**config.mk**
```make
export PLATFORM = sky130hd
export DESIGN_NAME = decoder_round_driver_flat
export DESIGN_NICKNAME = d
export VERILOG_FILES = /design/src/rtl/decoder_round_driver_pkg.sv /design/src/rtl/decoder_round_driver_if.sv /design/src/rtl/decoder_round_driver_result_serializer.sv /design/src/rtl/decoder_round_driver.sv /design/src/flat_wrapper.sv
export SDC_FILE = /design/constraint.sdc
export NUM_CORES = 1
export LEC_CHECK = 0
export BUFFER_PORTS_ARGS = -buffer_cell sky130_fd_sc_hd__buf_2
export CAP_MARGIN = 20
export CORE_ASPECT_RATIO = 1.25
export CORE_MARGIN = 1
export CORE_UTILIZATION = 58
export CTS_CLUSTER_DIAMETER = 150
export DETAILED_ROUTE_END_ITERATION = 8
export GPL_ROUTABILITY_DRIVEN = 0
export HOLD_SLACK_MARGIN = 0.05
export PLACE_DENSITY_LB_ADDON = 0.15
export SLEW_MARGIN = 20
export SYNTH_ARGS = -nofsm -noshare
export SYNTH_HDL_FRONTEND = slang
export SYNTH_SLANG_ARGS = --single-unit
```
**constraint.sdc**
```tcl
create_clock -name clk -period 8.4 [get_ports clk]
set_clock_uncertainty 0.05 [all_clocks]
set_input_delay 0.84 -clock clk [delete_from_list [all_inputs] [get_ports clk]]
set_output_delay 0.84 -clock clk [all_outputs]
set_load 0.02 [all_outputs]
```
**src/rtl/decoder_round_driver_pkg.sv**
```systemverilog
// rtl/decoder_round_driver_pkg.sv - shared states, stream width and header layout
package decoder_round_driver_pkg;

  localparam int STREAM_WIDTH    = 32;
  localparam int HDR_TIMEOUT_BIT = 31;
  localparam int HDR_ITER_MSB    = 7;
  localparam int HDR_ITER_LSB    = 0;

  typedef enum logic [2:0] {
    LOAD,
    START,
    WAIT,
    HDR,
    CYC,
    ROOTS
  } state_t;

  function automatic int max_int(input int a, input int b);
    return (a > b) ? a : b;
  endfunction

endpackage

```
**src/rtl/decoder_round_driver_if.sv**
```systemverilog
// rtl/decoder_round_driver_if.sv - syndrome input stream and result output stream
interface decoder_round_driver_if;
  import decoder_round_driver_pkg::*;

  logic [STREAM_WIDTH-1:0] s_data;
  logic                    s_valid;
  logic                    s_ready;
  logic [STREAM_WIDTH-1:0] m_data;
  logic                    m_valid;
  logic                    m_ready;
  logic                    m_last;

  modport slave (
    input  s_data, s_valid, m_ready,
    output s_ready, m_data, m_valid, m_last
  );

  modport master (
    output s_data, s_valid, m_ready,
    input  s_ready, m_data, m_valid, m_last
  );

endinterface

```
**src/rtl/decoder_round_driver_result_serializer.sv**
```systemverilog
// rtl/decoder_round_driver_result_serializer.sv - picks the output word for the current state
module result_serializer
  import decoder_round_driver_pkg::*;
#(
  parameter int PU_COUNT      = 18,
  parameter int ADDRESS_WIDTH = 6,
  parameter int RIDX_W        = 5
) (
  input  state_t                              state,
  input  logic                                timed_out,
  input  logic [7:0]                          iter_cap,
  input  logic [31:0]                         cyc_cap,
  input  logic [ADDRESS_WIDTH*PU_COUNT-1:0]   roots_cap,
  input  logic [RIDX_W-1:0]                   root_idx,
  output logic [STREAM_WIDTH-1:0]             data,
  output logic                                valid,
  output logic                                last
);

  always_comb begin
    data  = '0;
    valid = 1'b0;
    last  = 1'b0;
    case (state)
      HDR: begin
        valid                             = 1'b1;
        data[HDR_TIMEOUT_BIT]             = timed_out;
        data[HDR_ITER_MSB:HDR_ITER_LSB]   = iter_cap;
      end
      CYC: begin
        valid = 1'b1;
        data  = cyc_cap;
      end
      ROOTS: begin
        valid                   = 1'b1;
        data[ADDRESS_WIDTH-1:0] = ADDRESS_WIDTH'(roots_cap >> (int'(root_idx) * ADDRESS_WIDTH));
        last                    = (root_idx == RIDX_W'(PU_COUNT - 1));
      end
      default: ;
    endcase
  end

endmodule

```
**src/rtl/decoder_round_driver.sv**
```systemverilog
// rtl/decoder_round_driver.sv - loads a syndrome round, starts the decoder, streams back its result
module decoder_round_driver
  import decoder_round_driver_pkg::*;
#(
  parameter  int CODE_DISTANCE_X = 3,
  parameter  int CODE_DISTANCE_Z = 2,
  parameter  int TIMEOUT_CYCLES  = 65535,
  localparam int ROUNDS          = max_int(CODE_DISTANCE_X, CODE_DISTANCE_Z),
  localparam int PU_COUNT        = CODE_DISTANCE_X * CODE_DISTANCE_Z * ROUNDS,
  localparam int ADDRESS_WIDTH   = 3 * $clog2(ROUNDS),
  localparam int WORDS_IN        = (PU_COUNT + STREAM_WIDTH - 1) / STREAM_WIDTH
) (
  input  logic                              clk,
  input  logic                              reset,
  decoder_round_driver_if.slave             strm,
  output logic                              new_round_start,
  output logic [PU_COUNT-1:0]               measurements,
  input  logic                              result_valid,
  input  logic [7:0]                        iteration_counter,
  input  logic [31:0]                       cycle_counter,
  input  logic [ADDRESS_WIDTH*PU_COUNT-1:0] roots
);

  localparam int          WIDX_W       = $clog2(WORDS_IN + 1);
  localparam int          RIDX_W       = $clog2(PU_COUNT + 1);
  localparam logic [31:0] TIMEOUT_LAST = 32'(TIMEOUT_CYCLES - 1);

  state_t                            state, state_nx;
  logic [WIDX_W-1:0]                 word_idx;
  logic [RIDX_W-1:0]                 root_idx;
  logic [31:0]                       tcount;
  logic                              timed_out;
  logic [7:0]                        iter_cap;
  logic [31:0]                       cyc_cap;
  logic [ADDRESS_WIDTH*PU_COUNT-1:0] roots_cap;
  logic [PU_COUNT-1:0]               meas_nx;

  logic load_hs, last_in, out_hs, timeout_hit, wait_done;

  // Handshake outputs are forced low while reset is held, not just after it.
  assign strm.s_ready    = (state == LOAD) & ~reset;
  assign new_round_start = (state == START) & ~reset;

  assign load_hs     = strm.s_valid & strm.s_ready;
  assign last_in     = (word_idx == WIDX_W'(WORDS_IN - 1));
  assign out_hs      = strm.m_valid & strm.m_ready;
  assign timeout_hit = (tcount == TIMEOUT_LAST);
  assign wait_done   = result_valid | timeout_hit;

  always_ff @(posedge clk or posedge reset) begin
    if (reset) state <= LOAD;
    else       state <= state_nx;
  end

  always_comb begin
    state_nx = state;
    case (state)
      LOAD:    if (load_hs && last_in)         state_nx = START;
      START:                                   state_nx = WAIT;
      WAIT:    if (wait_done)                  state_nx = HDR;
      HDR:     if (out_hs)                     state_nx = CYC;
      CYC:     if (out_hs)                     state_nx = ROOTS;
      ROOTS:   if (out_hs && strm.m_last)      state_nx = LOAD;
      default:                                 state_nx = LOAD;
    endcase
  end

  // Bits of the last input word beyond PU_COUNT simply have no destination.
  always_comb begin
    meas_nx = measurements;
    for (int b = 0; b < PU_COUNT; b++) begin
      if (word_idx == WIDX_W'(b / STREAM_WIDTH)) meas_nx[b] = strm.s_data[b % STREAM_WIDTH];
    end
  end

  always_ff @(posedge clk or posedge reset) begin
    if (reset) begin
      word_idx     <= '0;
      root_idx     <= '0;
      tcount       <= '0;
      timed_out    <= 1'b0;
      iter_cap     <= '0;
      cyc_cap      <= '0;
      roots_cap    <= '0;
      measurements <= '0;
    end else begin
      if (load_hs) begin
        measurements <= meas_nx;
        word_idx     <= last_in ? '0 : word_idx + 1'b1;
      end
      case (state)
        START: tcount <= '0;
        WAIT: begin
          tcount <= tcount + 32'd1;
          if (wait_done) begin
            roots_cap <= roots;
            iter_cap  <= iteration_counter;
            cyc_cap   <= cycle_counter;
            timed_out <= ~result_valid;
          end
        end
        ROOTS: if (out_hs) root_idx <= strm.m_last ? '0 : root_idx + 1'b1;
        default: ;
      endcase
    end
  end

  result_serializer #(
    .PU_COUNT      (PU_COUNT),
    .ADDRESS_WIDTH (ADDRESS_WIDTH),
    .RIDX_W        (RIDX_W)
  ) u_serializer (
    .state     (state),
    .timed_out (timed_out),
    .iter_cap  (iter_cap),
    .cyc_cap   (cyc_cap),
    .roots_cap (roots_cap),
    .root_idx  (root_idx),
    .data      (strm.m_data),
    .valid     (strm.m_valid),
    .last      (strm.m_last)
  );

endmodule

```
**src/flat_wrapper.sv**
```systemverilog
// flat-port wrapper written by rule: the top's interface ports become plain ports
module decoder_round_driver_flat import decoder_round_driver_pkg::*;
#(
  parameter  int CODE_DISTANCE_X = 3,
  parameter  int CODE_DISTANCE_Z = 2,
  parameter  int TIMEOUT_CYCLES  = 65535,
  localparam int ROUNDS          = max_int(CODE_DISTANCE_X, CODE_DISTANCE_Z),
  localparam int PU_COUNT        = CODE_DISTANCE_X * CODE_DISTANCE_Z * ROUNDS,
  localparam int ADDRESS_WIDTH   = 3 * $clog2(ROUNDS),
  localparam int WORDS_IN        = (PU_COUNT + STREAM_WIDTH - 1) / STREAM_WIDTH
)
  (clk, reset, new_round_start, measurements, result_valid, iteration_counter, cycle_counter, roots, strm_s_data, strm_s_valid, strm_m_ready, strm_s_ready, strm_m_data, strm_m_valid, strm_m_last);
  decoder_round_driver_if strm_i ();
  input  logic clk;
  input  logic reset;
  output logic new_round_start;
  output logic [PU_COUNT-1:0] measurements;
  input  logic result_valid;
  input  logic [7:0] iteration_counter;
  input  logic [31:0] cycle_counter;
  input  logic [ADDRESS_WIDTH*PU_COUNT-1:0] roots;
  input wire logic [$bits(strm_i.s_data)-1:0] strm_s_data;
  input wire logic [$bits(strm_i.s_valid)-1:0] strm_s_valid;
  input wire logic [$bits(strm_i.m_ready)-1:0] strm_m_ready;
  output wire logic [$bits(strm_i.s_ready)-1:0] strm_s_ready;
  output wire logic [$bits(strm_i.m_data)-1:0] strm_m_data;
  output wire logic [$bits(strm_i.m_valid)-1:0] strm_m_valid;
  output wire logic [$bits(strm_i.m_last)-1:0] strm_m_last;
  assign strm_i.s_data = strm_s_data;
  assign strm_i.s_valid = strm_s_valid;
  assign strm_i.m_ready = strm_m_ready;
  assign strm_s_ready = strm_i.s_ready;
  assign strm_m_data = strm_i.m_data;
  assign strm_m_valid = strm_i.m_valid;
  assign strm_m_last = strm_i.m_last;
  decoder_round_driver #(.CODE_DISTANCE_X(CODE_DISTANCE_X), .CODE_DISTANCE_Z(CODE_DISTANCE_Z), .TIMEOUT_CYCLES(TIMEOUT_CYCLES)) u_core (.clk(clk), .reset(reset), .strm(strm_i), .new_round_start(new_round_start), .measurements(measurements), .result_valid(result_valid), .iteration_counter(iteration_counter), .cycle_counter(cycle_counter), .roots(roots));
endmodule
```
==> impl.org, run 1 <==
** Global routing
- The first global-routing pass estimated between 60,000 and 70,000 um of wire.
- Number of antenna violations at the first check in global routing :: 5
- The via count of the first global-routing pass is 13,400.
- Global route overflow :: 0
- Global routing used about a third of the available tracks.
- Entering global routing, the biggest net connects 162 pins.

** Yosys
- Yosys warnings :: 0
- The synthesized design contains 0 enable-type register cells.
- Counting flops and latches in the post-synthesis netlist gives 207.
- The biggest area contributor in the post-synthesis netlist is dfrtp_1.
- When the netlist entered floorplanning its net count stood at 1,851.
- Area share of the leading cell type in the synthesized netlist :: 34.9%
- Cell area after synthesis :: 14,800 sq um
- Sequential element share of the synthesized area :: 34.9%
- Mean instance size in the synthesized netlist :: 8.92 sq um
- Most used flip-flop cell after synthesis :: dfrtp_1
- For this run, asynchronously set or reset flops after synthesis account for 100%.
- Sorting the synthesized cells by area gives the leading types as dfrtp_1 35%, a221o_1 10%, a211o_1 8.7%.
- Syn Inst Count :: 1,662
- Synth unique cells :: 56

** Setup path
- On the critical path, the stage with the largest delay is an instance of dfrtp_1.
- In this design, the largest share of critical-path delay is due to flip-flops.
- Register-to-register setup slack :: 4.61 ns
- Along the worst path, the maximum fanout reaches 21.
- Critical path buffers and inverters :: 2
- Capture instance of the worst register-to-register path :: u_core.roots_cap[65]$_DFFE_PP0P_
- For the worst setup path, the data arrival time is a little over 3 ns.
- Data required, critical path :: 7.51 ns
- Critical path type :: flip-flop to primary output
- In this design, the stage delay of the slowest critical-path cell is 0.80 ns.
- Critical path startpoint category :: flip-flop
- The worst setup path is captured at a primary output.
- Measured in cells, the most critical reg-to-reg path has a length of 7.
- R2r startpoint :: u_core.tcount[0]$_DFFE_PP0P_
- Walking the worst path, the cells encountered are inv_1 > nor2_1 > a21oi_1 > a31oi_1 > buf_2.

** STA
- The count of final max-slew check failures is 0.
- Post-layout worst setup margin :: 4.42 ns
- The worst path uses between 40% and 50% of the clock period.
- Normalized max-slew margin :: 24.3%
- Actual slew at the worst max-slew pin :: around 1.1 ns
- The final-report hold violation count is 0.
- Endpoints failing setup :: 0
- Post-layout minimum cycle time :: approximately 4.0 ns
- Timing would allow up to 251 MHz.
- Unrepaired setup endpoints after global routing :: no
- Summed over all failing endpoints, the final setup total negative slack is 0 ns.

** Route
- The detail route stage leaves a number of antenna-violating nets equal to 0.
- In the routed design, unresolved DRC markers number 0.
- Dividing the detail-routed wire length by the instance count gives 20.5 um.
- Summed over all layers, the routed wires come to between 40,000 and 50,000 um.
- Summing over every cut layer, the via total after detailed routing is between 10,000 and 15,000.
- Dividing the detail-routed via count by the number of cells gives 6.78.
- Initial DRC Count :: roughly 1,300
- First-pass iteration count of the detailed router :: 6

** Clock network
- For the worst-skew pair, the clock arrives at the later sink with an insertion delay of 0.52 ns.
- Post-cts resize count :: 0
- TritonCTS buffer count :: 24
- Number of hold buffers added after CTS :: 0
- CTS placed an instance of clkbuf_16 at the clock tree root.
- CTS clk-pin slew, worst paths :: 0.06 ns
- CTS Buffer Depth :: 3
- Max H-tree Level :: 1
- Number of buffers inserted by post-CTS setup repair :: 0
- TritonCTS built the clock tree.
- Clock Sink Count :: 207

** Power and ir drop
- For this design the ratio of total power to cell area is ~320 nW/um^2.
- In this run the static leakage power is around 6.8 nW.
- Peak supply drop :: 0.252 mV

** Hold path
- The worst hold path terminates at u_core.tcount[31]$_DFFE_PP0P_.
- Hold_sp :: u_core.tcount[31]$_DFFE_PP0P_
- Hold Path Cell Cnt :: 1
- In this run the worst hold path is classified as flip-flop to flip-flop.

** Final layout
- Net count, final :: 1,921
- Relative to the synthesized area, the layout overhead comes to 11.2%.
- Count of filler cells inserted in the layout :: 2,159
- In the final layout, the share of cells above drive strength 1 is 18.9%.
- Once layout is complete, the cells apart from fillers number 2,088.

** Place
- Placed wire-length estimate :: 25,000 um
- Including well taps, the total number of placed cells is 2,041.
- In this run the tool buffered the top-level ports with 224 buffer cells.
- OpenSTA, run right after detailed placement, puts the worst setup slack at 4.62 ns.

** Run
- Across the run, the number of max-cap violations was 0.

** Floorplan
- For this design the top-level I/O count stands at 239.
- Effective utilization at floorplan :: 58.8%
- The initialized floorplan defines 65 standard-cell rows.
- Placeable Area :: between 20,000 and 30,000 sq um
- Total die area :: 26,200 sq um
- In this run the horizontal extent of the chip is 145 um.
- In this run the vertical extent of the chip is about 180 um.

** Outcome
- The flow ran to the end, and the final reports show no timing, DRC or antenna violations.
[worst max path at each step]
| stage | cells after the start | start | endpoint |
|---|---|---|---|
| final | 5 | u_core.state[0]$_DFFE_PP0P_ | strm_m_data[3] |
| after global routing | 5 | u_core.state[0]$_DFFE_PP0P_ | strm_m_data[4] |
| after CTS | 5 | u_core.state[0]$_DFFE_PP0P_ | strm_m_data[3] |
| after detailed placement | 7 | u_core.tcount[0]$_DFFE_PP0P_ | u_core.roots_cap[34]$_DFFE_PP0P_ |
| after global placement | 7 | u_core.tcount[0]$_DFFE_PP0P_ | u_core.roots_cap[69]$_DFFE_PP0P_ |
| after floorplan | 1 | reset | u_core.cyc_cap[0]$_DFFE_PP0P_ |
[layout make-up]
cell class	instances	area (sq um)	share of cell area, %
timing repair buffer	239	1240	7.54
sequential	207	5180	31.4
clock buffer	37	761	4.61
clock inverter	7	62.6	0.379
tap	335	419	2.54
inverter	14	65.1	0.395
antenna	3	7.51	0.0455
multi-input combinational	1246	8750	53.0
[logic make-up (layout without fill, tap and decap cells)]
kind of cell	count (synthesis)	after routing	synth area share [%]
multiplexers	84	84	6.38
adder cells (fa/ha/maj)	4	4	0.338
buffers and inverters	209	297	6.23
AO/OA/AOI/OAI	372	372	22.3
XOR/XNOR	1	1	0.0591
flip-flops	207	207	34.9
other	0	3	0
AND/OR/NAND/NOR	785	785	29.8
[state kept, by name, summed over array words and instances (netlist names)]
name	cells
u_core.roots_cap	108
u_core.cyc_cap	32
u_core.tcount	32
u_core.measurements	18
u_core.iter_cap	8
u_core.root_idx	5
u_core.state	3
u_core.timed_out	1
[layout by cell type, fill, tap and decap left out, types with 4 or more instances in the layout]
cell / Yosys / layout
buf_2: 39 / 223
dfrtp_1: 207 / 205
nand2_1: 202 / 202
nor4_1: 155 / 155
and3_1: 153 / 153
a221o_1: 148 / 148
a211o_1: 148 / 148
nor2b_1: 144 / 144
mux2i_1: 54 / 54
nor2_1: 39 / 39
and2_1: 25 / 25
clkbuf_16: 0 / 25
mux2_2: 24 / 24
nand4_1: 18 / 18
buf_4: 2 / 14
inv_1: 14 / 13
nand3_1: 13 / 12
a31oi_1: 10 / 10
clkbuf_8: 0 / 9
o21ai_0: 8 / 8
nor4_2: 8 / 8
a211oi_1: 7 / 7
a21oi_1: 7 / 7
o21ai_1: 7 / 7
a22oi_1: 6 / 6
mux4_2: 6 / 6
o221ai_1: 6 / 6
o211ai_1: 5 / 5
clkinv_2: 0 / 5
o31ai_1: 4 / 4
ha_1: 4 / 4
[per-layer routing]
layer  vias up  part of all wire (%)  GRT usage [%]
met5         -                 0.051              0
met4         4                   2.9           11.2
met3        82                   6.0           4.17
met2       502                    48           51.6
met1      7000                    43           42.8
li1       6569                     -              -
[per-stage QoR]
stage	hold slack (ns)	cell area [sq um]	util (%)	total power (W)
after floorplan	0.399	14800	-	0.00356
after global placement	0.415	15600	62.1	0.00410
after detailed placement	0.436	15600	62.1	0.00418
after CTS	0.444	16500	65.3	0.00528
after global routing	0.457	16500	65.4	0.00560
final	0.448	16500	65.4	0.00530
[power by group]
group	total [W]	switching, W	internal, W
Clock	0.00109	0.000438	0.000652
Combinational	0.00259	0.00147	0.00112
Sequential	0.00162	0.000293	0.00133
Total	0.00530	0.00220	0.00310
[worst reg2reg max path, cell delays in order (launching register included)]
cell	delay (ns)
dfrtp_1	0.43
inv_1	0.08
ha_1	0.15
nor3b_1	0.36
nand3_4	0.75
or2_4	0.92
buf_4	0.53
a211o_1	0.41
[Yosys cell counts (3+ instances only)]
library cell and instances:
o21ai_0 8, nor2b_1 144, a21oi_1 7, nand2_1 202
o21ai_1 7, mux2_2 24, buf_6 11, inv_1 14
or4_1 3, ha_1 4, o311ai_1 3, mux2i_1 54
a211o_1 148, nor4_2 8, nor4_1 155, dfrtp_1 207
nor2_1 39, buf_2 39, a22oi_1 6, a31oi_1 10
clkbuf_1 131, o211ai_1 5, a211oi_1 7, nand4_1 18
nor3_1 3, nand3_1 13, o31ai_1 4, and3_1 153
buf_1 12, mux4_2 6, a22o_1 3, o221ai_1 6
and2_1 25, nand2b_1 3, a221o_1 148, o41ai_1 3
Note: power is estimated with default switching activity, not from simulation.
==> run 2, diff against run 1 <==
Settings changed: CORE_UTILIZATION 58 to 53.
Clock period 8.4 ns to 3.2 ns, I/O delays scaled along.
==> impl.org, run 2 (synthesis results as in run 1) <==
** Outcome
- The run finished with clean final reports.

** Setup path
- STA classifies the critical path endpoint as a primary output.
- Worst-path maximum fanout :: 17 (-19%)
- The data arrival time of the worst path is 2.63 ns (-0.46 ns).
- Data required, critical path :: 2.83 ns (-4.68 ns)
- Critical path startpoint category :: flip-flop
- The worst setup path is of the flip-flop to primary output kind.

** Place
- The placed wire-length estimate was 26,200 um (+4.9%).
- The quantity of I/O buffers inserted on ports came to 224 (unchanged).
- Placed cell count :: 2,076 (+1.7%)
- The worst slack after detailed placement came to 0.626 ns (-4.00 ns).

** Route
- The number of optimization iterations in the first detailed-route pass is 6 (unchanged).
- The wire length on met1 was 19,000 um (+3.6%).
- Detailed-route wire length per cell :: 20.6 um (+0.67%)
- The routed length on met2 is 21,000 um (+2.1%).
- The routed wire length came to 44,100 um (+3.1%).
- Routed length on met3 :: 3040 um (+19%)
- Initial DRC Count :: 1,122 (-16%)
- The ratio of routed vias to standard cells came to 6.65 (-1.9%).
- Top layer in use :: met5
- Post-detailed-route count of antenna-violating nets :: 0 (unchanged)
- The number of design rule violations left after detail routing is 0 (unchanged).
- The detailed-route via count is 14,200 (+0.54%).

** Global routing
- The via count of the first global-routing pass came to 13,800 (+3.0%).
- The maximum number of pins on one net before global-route repair was 150 (-7.4%).
- First-pass GRT wire length :: 71,200 um (+3.5%)
- The all-layer global routing usage is 30.7% (-0.86 points).
- Global route overflow :: 0 (unchanged)
- Number of antenna violations at the first check in global routing :: 4 (-1)

** Power and ir drop
- The combinational cell fraction of total power is 50.2% (+1.4 points).
- The power density of the placed cells was 825 nW/um^2 (+160%).
- The worst voltage drop across the vdd grid came to 0.600 mV (+140%).
- The static leakage power is 7.04 nW (+2.9%).
- The part of the power in the clock network is 19.6% (-1.0 points).
- Internal :: 0.00817 W (+160%)
- Fraction of power consumed by sequential logic :: 30.2% (-0.4 points)
- The switching fraction of total power is 41.5% (-0.068 points).
- Sw power :: 0.00579 W (+160%)

** Final layout
- Leaving out fill and tap cells, the most frequent cell in the layout is buf_2.
- The number of non-filler instances in the completed layout is 2,139 (+2.4%).
- Relative to the synthesized area, the layout overhead comes to 14.2%.
- Most frequent cells in the layout :: 223 x buf_2, 206 x dfrtp_1, 202 x nand2_1
- Number of flip-flops under the largest register name :: 108 (unchanged)
- The share of post-route cells with drive strength above 1 was 19.1% (+0.23 points).
- Net count, final :: 1,960 (+2.0%)
- In the final layout, the registers with the most flip-flops are u_core.roots_cap: 108 flops, u_core.cyc_cap: 32 flops, u_core.tcount: 32 flops.
- The number of filler instances in the final layout is 2,429 (+13%).
- Register with the most flip-flops :: u_core.roots_cap
- Final core occ :: 61.4% (-4.0 points)

** Floorplan
- The number of I/O pins is 239 (unchanged).
- The row count is 68 (+4.6%).
- Effective utilization at floorplan :: 53.8% (-5.0 points)
- Placeable Area :: 27,600 sq um (+9.3%)
- Horizontal die dimension :: 152 um (+4.5%)
- The die boundary height is 189 um (+4.6%).
- The area of the die came to 28,600 sq um (+9.3%).

** Clock network
- CTS clk-pin slew, worst paths :: 0.06 ns (about the same)
- The maximum clock insertion buffer count came to 3 (unchanged).
- The count of clock tree sinks is 207 (unchanged).
- Max H-tree Level :: 1 (unchanged)
- The clock latency at the later pin of the worst-skew pair came to 0.53 ns (about the same).
- Clock root buffer :: clkbuf_16
- The post-cts repair resize count is 0 (unchanged).
- The number of clock buffers inserted by TritonCTS was 24 (unchanged).
- TritonCTS built the clock tree.

** STA
- Total count of hold-check failures in the final report :: 0 (unchanged)
- Final cycle utilization of the critical path :: 93.7%
- Normalized max-slew margin :: 31.1% (+6.8 points)
- The final worst setup slack is 0.201 ns (-4.22 ns).
- The transition time at the pin with the least slew margin came to 1.03 ns (-0.101 ns).
- The smallest clock period supported by the final layout is computed as 3.00 ns.
- Unrepaired setup endpoints after global routing :: no
- Fmax achieved :: between 300 and 400 MHz
- Summed negative setup slack over all endpoints :: 0 ns (unchanged)
- Endpoints failing setup :: 0 (unchanged)
- The count of final max-slew check failures came to 0 (unchanged).

** Hold path
- Tightest Hold Check Type :: input port to flip-flop

** Run
- The max-capacitance violation count came to 0 (unchanged).
[run 2: changes by cell type in the layout (fill, tap and decap cells not counted), sizes merged]
cell         before  now
buf             239  259
clkinv            6    0
clkbuf           37   41
bufinv            1    0
dlygate4sd3       0   19
[run 2: repair_timing]
item	4_1_cts	5_1_grt
buffers inserted	0	0
hold buffers	19	0
endpoints found under the setup margin	0	0
hold endpoints to repair	34	0
[run 2: area by class of cell]
type                       instances  area, sq um  area share (%)
clock buffer                      41          766            4.52
sequential                       207         5180            30.6
multi-input combinational       1246         8750            51.7
antenna                            3         7.51          0.0444
inverter                          14         56.3           0.333
tap                              350          438            2.59
timing repair buffer             278         1730            10.2
[run 2: per-layer routing]
| layer | vias up | track usage, % |
|---|---|---|
| met5 | - | 0 |
| met4 | 4 | 9.33 |
| met3 | 71 | 4.31 |
| met2 | 519 | 49.8 |
| met1 | 7020 | 42.1 |
| li1 | 6619 | - |
[run 2: stage by stage]
step	hold WS (ns)	total power, W	area, sq um
6_report	0.100	0.0140	16900
3_5_place_dp	0.401	0.0111	16000
2_1_floorplan	0.399	0.00935	14800
5_1_grt	0.115	0.0149	16900
3_3_place_gp	0.401	0.0110	16000
4_1_cts	0.0767	0.0139	16900
[run 2: worst max-delay path: stages, from the launching register on]
cell and delay (ns):
dfrtp_2 0.61, buf_4 0.39, mux2i_1 0.30, o221ai_1 0.14, a211oi_1 0.33, a31oi_1 0.14, buf_2 0.18
[run 2: path summary, 6_finish.rpt]
check,start,endpoint,slack (ns),depth (start not counted)
setup / recovery,u_core.root_idx[1]$_DFFE_PP0P_,strm_m_data[0],0.20,6
hold / removal,strm_m_ready,u_core.state[2]$_DFFE_PP0P_,0.10,3
setup reg to reg,u_core.state[1]$_DFFE_PP0P_,u_core.cyc_cap[29]$_DFFE_PP0P_,0.59,4
hold reg to reg,u_core.tcount[31]$_DFFE_PP0P_,u_core.tcount[31]$_DFFE_PP0P_,0.43,1
max in group asynchronous,reset,u_core.tcount[27]$_DFFE_PP0P_,1.91,4
min in group asynchronous,reset,u_core.tcount[11]$_DFFE_PP0P_,0.42,3
[run 2: power by group through the flow]
stage	registers (W)	logic, W	clock network [W]
2_1_floorplan	0.00410	0.00525	0
3_3_place_gp	0.00418	0.00678	0
3_5_place_dp	0.00423	0.00692	0
4_1_cts	0.00419	0.00698	0.00277
5_1_grt	0.00434	0.00765	0.00288
6_report	0.00421	0.00702	0.00273
